===== config.mk =====
export PLATFORM = sky130hd
export DESIGN_NAME = clstm_output_serializer
export DESIGN_NICKNAME = d
export VERILOG_FILES = /design/src/rtl/clstm_output_serializer.sv
export SDC_FILE = /design/constraint.sdc
export NUM_CORES = 1
export LEC_CHECK = 0
export ABC_AREA = 0
export CORE_ASPECT_RATIO = 2
export CORE_UTILIZATION = 23
export DETAILED_ROUTE_END_ITERATION = 12
export HOLD_SLACK_MARGIN = 0.06
export PLACE_DENSITY = 0.43
export SLEW_MARGIN = 20
export SYNTH_ARGS = -nofsm -noshare
export SYNTH_HDL_FRONTEND = slang
export SYNTH_SLANG_ARGS = --single-unit

===== constraint.sdc =====
create_clock -name clk -period 3.05 [get_ports clk]
set_clock_uncertainty 0.05 [all_clocks]
set_input_delay 0.61 -clock clk [delete_from_list [all_inputs] [get_ports clk]]
set_output_delay 0.61 -clock clk [all_outputs]
set_load 0.05 [all_outputs]

===== src/rtl/clstm_output_serializer.sv =====
// Output serializer for the C-LSTM datapath: captures a whole result frame in one
// cycle, then streams it word by word (group-major, lane-minor) over valid/ready.
module clstm_output_serializer #(
    parameter  int DATA_W      = 18,
    parameter  int NUM_GROUPS  = 3,
    parameter  int NUM_LANES   = 16,
    parameter  int FRAME_CNT_W = 16,
    localparam int N           = NUM_GROUPS * NUM_LANES,
    localparam int G_W         = (NUM_GROUPS > 1) ? $clog2(NUM_GROUPS) : 1,
    localparam int L_W         = (NUM_LANES > 1) ? $clog2(NUM_LANES) : 1
) (
    input  logic                     clk,
    input  logic                     rst,
    input  logic                     in_valid,
    output logic                     in_ready,
    input  logic [N*DATA_W-1:0]      in_data,
    output logic                     out_valid,
    input  logic                     out_ready,
    output logic [DATA_W-1:0]        out_data,
    output logic [G_W-1:0]           out_group,
    output logic [L_W-1:0]           out_lane,
    output logic                     out_last,
    output logic [FRAME_CNT_W-1:0]   frame_count
);

    localparam int IDX_W = (N > 1) ? $clog2(N) : 1;
    localparam logic [IDX_W-1:0] LAST_IDX  = IDX_W'(N - 1);
    localparam logic [IDX_W-1:0] LANES_IDX = IDX_W'(NUM_LANES);

    localparam logic ST_IDLE   = 1'b0;
    localparam logic ST_STREAM = 1'b1;

    logic                   state_q, state_d;
    logic [IDX_W-1:0]       idx_q, idx_d;
    logic [FRAME_CNT_W-1:0] cnt_q, cnt_d;
    logic [DATA_W-1:0]      buf_q [N];
    logic                   capture;
    logic                   streaming;
    logic                   at_last;

    assign streaming = (state_q == ST_STREAM);
    assign at_last   = streaming && (idx_q == LAST_IDX);

    // Opens on the final beat so the next frame lands with no bubble on out_valid.
    assign in_ready  = !streaming || (at_last && out_ready);

    // NOTE: combinational next-state logic uses blocking '=' and assigns every
    // output a default first, so no latch can be inferred on an untaken path.
    always_comb begin
        state_d = state_q;
        idx_d   = idx_q;
        cnt_d   = cnt_q;
        capture = 1'b0;
        if (!streaming) begin
            if (in_valid) begin
                capture = 1'b1;
                idx_d   = '0;
                state_d = ST_STREAM;
            end
        end else if (out_ready) begin
            if (!at_last) begin
                idx_d = idx_q + 1'b1;
            end else begin
                cnt_d = cnt_q + 1'b1;
                if (in_valid) begin
                    capture = 1'b1;
                    idx_d   = '0;
                end else begin
                    state_d = ST_IDLE;
                end
            end
        end
    end

    // NOTE: sequential state uses non-blocking '<=' so every register samples
    // the pre-edge values of the others.
    always_ff @(posedge clk or negedge rst) begin
        if (!rst) begin
            state_q <= ST_IDLE;
            idx_q   <= '0;
            cnt_q   <= '0;
        end else begin
            state_q <= state_d;
            idx_q   <= idx_d;
            cnt_q   <= cnt_d;
        end
    end

    // NOTE: the frame buffer is reset to zero so nothing stale can ever be
    // observed after an aborted frame; this costs a reset net on every bit.
    always_ff @(posedge clk or negedge rst) begin
        if (!rst) begin
            for (int k = 0; k < N; k++) begin
                buf_q[k] <= '0;
            end
        end else if (capture) begin
            for (int k = 0; k < N; k++) begin
                buf_q[k] <= in_data[k*DATA_W +: DATA_W];
            end
        end
    end

    // Outputs are forced to zero outside STREAM so idle/reset values are clean.
    assign out_valid   = streaming;
    assign out_data    = streaming ? buf_q[idx_q] : '0;
    assign out_group   = streaming ? G_W'(idx_q / LANES_IDX) : '0;
    assign out_lane    = streaming ? L_W'(idx_q % LANES_IDX) : '0;
    assign out_last    = at_last;
    assign frame_count = cnt_q;

endmodule


== After elaboration in Yosys (flattened, before gate mapping) ==
Index checks and enable logic that the tools add are counted.

* Register bits after elaboration: 887
* Word-level logic and storage cells: 79

* Add/subtract/negate cells: 2
* Mux-type cells: 17
* Reduce and logical (&&, ||, !) cells: 5
* Bitwise gates (word level): 1
* Equality and inequality tests: 2
* Magnitude comparators: 1

{| class="wikitable"
|+ Operators with widths
! operator !! count
|-
| $bmux W18 S6 || 1
|-
| $mux W18 || 3
|-
| $mux W6 || 4
|-
| $add A16 B1 Y16 const B || 1
|-
| $ge A7 B7 Y1 const B || 1
|-
| $mux W1 || 7
|-
| $not A6 Y7 || 1
|-
| $add A6 B1 Y6 const B || 1
|-
| $eq A6 B6 Y1 const B || 1
|-
| $mux W4 || 1
|-
| $reduce_and A3 Y1 || 1
|-
| $logic_and A1 B1 Y1 || 2
|-
| $mux W2 || 1
|-
| $ne A2 B2 Y1 const B || 1
|-
| $logic_not A1 Y1 || 1
|-
| $logic_or A1 B1 Y1 || 1
|}

== Longest topological paths before layout ==
* Depth after elaboration: 5
* Mapped depth: 9
* Depth with buffers taken out: 5

== Least setup slack after synthesis ==
No wires, ideal clock.

* Path kind: reg2out
* Start: register state_q, in the netlist out_valid
* End: output port out_data[11]
* Stages on the path, launching flop included: 8
* Required time: 2.390 ns
* Arrival time: 2.628 ns
* Path slack: -0.238 ns
* Path through: dfrtp_1 > clkbuf_1 > nor4bb_1 > buf_1 > a22oi_1 > o21ai_1 > nor2_1 > a31oi_1

* Cells in the longest elaborated chain, start to end: 1

{| class="wikitable"
|+ RTL lines
! what !! RTL line !! RTL
|-
| start, declared || 33 || <nowiki>logic state_q, state_d;</nowiki>
|-
| start signal, assigned || 83 || <nowiki>state_q <= state_d;</nowiki>
|-
| $mux W18 || 105 || <nowiki>assign out_data = streaming ? buf_q[idx_q] : '0;</nowiki>
|-
| end, declared || 19 || <nowiki>output logic [DATA_W-1:0] out_data,</nowiki>
|}

Every way passes these cells.

== Final worst setup path ==
* Start: register idx_q[0]
* End: output port out_data[8]

* Cells in the longest elaborated chain, start to end: 5

{| class="wikitable"
|+ RTL lines
! what !! RTL line !! RTL
|-
| start, declared || 34 || <nowiki>logic [IDX_W-1:0] idx_q, idx_d;</nowiki>
|-
| start signal, assigned || 84 || <nowiki>idx_q <= idx_d;</nowiki>
|-
| $not A6 Y7 (not written as such) || 105 ||
|-
| $bmux W18 S6 || 105 ||
|-
| $mux W18 (not written as such) (2 in series) || 105 ||
|-
| $mux W18 || 105 ||
|}

Every way passes these cells. The select of a mux whose other input is x is not followed.

==> results summary <==
The flow ran to the end, but the final reports show violations. The checks that failed: setup timing. The DRC violation count after routing came out at 0. The top achievable clock speed is 0.2513 GHz. The number of antenna violations at the first check in global routing is 75. Synthesis handed over a netlist of 2536 instances. Setup repair after global routing could not meet its margin everywhere.

The total global routing overflow is 0. The post-layout instance area is 0.06283 sq mm. Entering global routing, the biggest net connects 97 pins. The portion of the clock cycle consumed by the worst path in the final layout is 1.304. The worst-case setup slack after placement came out at -0.9755 ns. The share of synthesized registers carrying an async set or reset came out at 1.000. The CTS tree is done. The die area is 0.1917 sq mm. The count of standard-cell rows is 225.

The depth of the CTS H-tree came out at 3. The number of global-route vias before repair is 31170. Along the worst path, the maximum fanout reaches 4. The number of enable-type register cells in the synthesized netlist is 0. The XOR/XNOR share of the synthesized area came out at 0.003209.

The number of nets in the finished design is 4567. CTS saw 887 sinks. The sequential cell area fraction in the yosys report is 0.5082. The first routing iteration left 1323 violations. Counting the buffers created by CTS gives 94. The worst setup path is launched from a flip-flop. Summed over all layers, the routed wires come to 186700 um.

The remaining antenna violation count after routing came out at 0. For the worst setup path, the data required time is 2.39 ns. The worst hold-check path type is primary input to async pin. The simple-gate portion of the synthesized area came out at 0.01547. The CTS clock-pin slew for the worst setup and hold paths is 0.06 ns. The critical path arrival is 3.32 ns. The net count of the mapped netlist came out at 3406. The starting density of the core came out at 0.2319. The adder and majority gate portion of the synthesized area is 0.0005730. The chip width is 310.1 um. During synthesis, Yosys emitted a total of 0 warnings. At the pin with the least slew margin, the transition time is 0.6924 ns.

The placed wire-length estimate after detailed placement came out at 147900 um. The area of the mapped netlist is 0.04367 sq mm. The final weighted congestion in routability-driven placement is 0.8095.

The first global-routing pass estimated 255700 um of wire. IR analysis of the VDD net gives a maximum drop of 0.001097 V. STA classifies the critical path endpoint as an output pin. In this run the mean area of a mapped cell was 17.22 sq um. The synthesized-area fraction occupied by ao, oa, aoi and oai cells was 0.02607. The synthesized netlist contains 46 unique library cells.

After synthesis, the largest family of logic cells by area is multiplexers. For this design the static power due to leakage is 26.55 nW. The kind of critical path is flip-flop to output pin.

The areal power density over the cells is 702.1 mW/mm^2. The post-detailed-placement cell area came out at 0.05791 sq mm. The final sum of negative setup slack is -15.23 ns. The number of port buffers came out at 910. The die extent in y came out at 618.3 um.

The number of synthesized register bits is 887. The post-synthesis mux area share is 0.4125. The final hold violation count came out at 0. The detailed-route vias per instance is 4.299. In this run the count of I/O pins placed on the die edge is 911. The number of endpoints failing setup at the final stage is 19. The final count of pins violating max slew came out at 0. The placeable core region is 0.1883 sq mm. The routed layout has 27060 vias. Relative to the synthesized area, the layout overhead comes to 43.85%.

The average routed wire per standard cell came out at 29.67 um. The least setup slack across all paths after layout came out at -0.9285 ns. Of the cells placed in the final design, the portion with a size suffix greater than 1 is 0.4498. The root buffer selected by CTS is sky130_fd_sc_hd__clkbuf_16. The first detailed-routing pass ran for 5 iterations. Counting the fill cells in the layout gives 18270. The headroom to the max-slew limit is 0.5369. Across the run, the number of max-cap violations was 0. The buffer depth of the longest clock path came out at 3.

In the synthesized netlist the dominant register cell turns out to be sky130_fd_sc_hd__dfrtp_1. Across every metal layer, demand over resource in global routing totals 0.1924. The clock insertion delay at the later pin of the skew report is 0.70 ns. The shortest clock period the worst path allows after layout is 3.979 ns. Across all hold checks on the routed design, the worst slack comes to 0.4365 ns.
-- path summary, 6_finish.rpt --
| check | cells after the start | slack, ns | startpoint | end |
|---|---|---|---|---|
| worst max-delay path | 10 | -0.93 | idx_q[0]$_DFFE_PN0P_ | out_data[8] |
| worst min-delay path | 2 | 0.44 | rst | buf_q[209]$_DFFE_PN0P_ |
| worst max register to register | 10 | 0.21 | idx_q[1]$_DFFE_PN0P_ | buf_q[841]$_DFFE_PN0P_ |
| worst min register to register | 1 | 0.44 | buf_q[843]$_DFFE_PN0P_ | buf_q[843]$_DFFE_PN0P_ |
| max in group asynchronous | 4 | 1.40 | rst | buf_q[472]$_DFFE_PN0P_ |
| min in group clk | 1 | 0.44 | buf_q[843]$_DFFE_PN0P_ | buf_q[843]$_DFFE_PN0P_ |
-- worst max-delay path: stages, from the launching register on --
cell	delay, ns
sky130_fd_sc_hd__dfrtp_4	0.53
sky130_fd_sc_hd__buf_12	0.16
sky130_fd_sc_hd__buf_12	0.15
sky130_fd_sc_hd__buf_8	0.13
sky130_fd_sc_hd__mux4_2	0.42
sky130_fd_sc_hd__a22oi_2	0.49
sky130_fd_sc_hd__o21ai_2	0.16
sky130_fd_sc_hd__nor2_2	0.21
sky130_fd_sc_hd__a31oi_4	0.08
sky130_fd_sc_hd__buf_6	0.15
sky130_fd_sc_hd__buf_12	0.13
-- routing by layer --
| layer | GRT usage | vias up | wire [um] |
|---|---|---|---|
| met5 | 0 | - | 453 |
| met4 | 0.05631 | 70 | 5047 |
| met3 | 0.05956 | 243 | 13870 |
| met2 | 0.3329 | 899 | 93790 |
| met1 | 0.2253 | 13980 | 73560 |
| li1 | - | 11870 | - |
-- logic make-up after synthesis --
group / count (synthesis)
AND/OR/NAND/NOR: 136
multiplexers: 1145
XOR/XNOR: 16
buffers and inverters: 186
adder cells (fa/ha/maj): 2
AO/OA/AOI/OAI: 164
flip-flops: 887
-- repair_timing --
| item | 4_1_cts | 5_1_grt |
|---|---|---|
| gates resized for setup | 177 | 73 |
| endpoints found under the setup margin | 707 | 19 |
| hold buffers | 1 | 0 |
| cloned | 7 | 4 |
| buffers inserted | 28 | 12 |
| pin swaps | 43 | 47 |
| hold endpoints to repair | 24 | 0 |
-- sequential cells by signal, summed over array words and instances (netlist names) --
| signal | flops |
|---|---|
| buf_q | 864 |
| frame_count | 16 |
| idx_q | 6 |
| out_valid | 1 |
-- power by group --
part           internal (W)  leakage (nW)  switching (W)
clock               0.00720          1.57        0.00530
combinational       0.00855          14.0        0.00894
sequential           0.0132          11.0       0.000970
-- layout by cell type (no fill, tap or decap), drive strengths merged, types with 2 or more instances in the layout --
master           n
dfrtp          887
clkdlybuf4s50  882
mux2           865
buf            359
mux4           181
clkbuf         137
mux2i           99
nor2            47
a21oi           31
diode           29
o21ai           28
nand2           26
a22oi           26
o221ai          19
a221oi          19
clkinv          14
bufinv          12
xnor2           11
nand3           11
o22ai           11
nand2b          10
a22o            10
nand4            9
a31oi            9
or3              8
inv              7
and2             7
clkinvlp         6
nor2b            6
and3             5
xor2             5
a32o             5
and4             3
ha               2
-- cell type report --
type	count	area (sq um)	share of cell area
Antenna cell	29	72.57	0.001155
Clock buffer	132	2706	0.04308
Clock inverter	35	513.0	0.008165
Inverter	4	15.01	0.0002390
Multi-Input combinational cell	1463	20910	0.3328
Sequential cell	887	22210	0.3535
Tap cell	2497	3124	0.04973
Timing Repair Buffer	1247	13270	0.2113
-- stage by stage --
step	power (W)	utilization	instances
3_3_place_gp	0.03074	0.3075	6060
2_1_floorplan	0.02128	-	2536
6_report	0.04411	0.3336	6294
3_5_place_dp	0.03067	0.3075	6060
5_1_grt	0.04605	0.3333	6276
4_1_cts	0.04483	0.3312	6256
-- cells in the mapped netlist (2+ instances only) --
master                     number  share of area
sky130_fd_sc_hd__nor2b_1        6        0.00086
sky130_fd_sc_hd__a22oi_1       26         0.0045
sky130_fd_sc_hd__a31oi_1        9         0.0013
sky130_fd_sc_hd__and2_1         7         0.0010
sky130_fd_sc_hd__dfrtp_1      887           0.51
sky130_fd_sc_hd__o21ai_0       16         0.0018
sky130_fd_sc_hd__xor2_1         5         0.0010
sky130_fd_sc_hd__buf_6         96          0.025
sky130_fd_sc_hd__buf_4          6         0.0010
sky130_fd_sc_hd__or3_1          8         0.0011
sky130_fd_sc_hd__a32o_1         5         0.0011
sky130_fd_sc_hd__inv_2          3        0.00026
sky130_fd_sc_hd__a221oi_1      19         0.0038
sky130_fd_sc_hd__buf_1         16         0.0014
sky130_fd_sc_hd__nand4_1        9         0.0013
sky130_fd_sc_hd__o221ai_1      19         0.0038
sky130_fd_sc_hd__buf_2         34         0.0039
sky130_fd_sc_hd__o22ai_1       11         0.0016
sky130_fd_sc_hd__mux2i_1       99          0.023
sky130_fd_sc_hd__clkbuf_1      30         0.0026
sky130_fd_sc_hd__nor2_1        47         0.0040
sky130_fd_sc_hd__and3_1         5        0.00072
sky130_fd_sc_hd__nand2b_1       9         0.0013
sky130_fd_sc_hd__xnor2_1       11         0.0022
sky130_fd_sc_hd__and4_1         3        0.00060
sky130_fd_sc_hd__mux4_2       181          0.093
sky130_fd_sc_hd__ha_1           2        0.00057
sky130_fd_sc_hd__a22o_1        10         0.0020
sky130_fd_sc_hd__a21oi_1       31         0.0036
sky130_fd_sc_hd__mux2_1        11         0.0028
sky130_fd_sc_hd__o21ai_1       12         0.0014
sky130_fd_sc_hd__mux2_4       854           0.29
sky130_fd_sc_hd__nand2_1       26         0.0022
sky130_fd_sc_hd__nand3_1       11         0.0013
(Power assumes the default switching activity.)
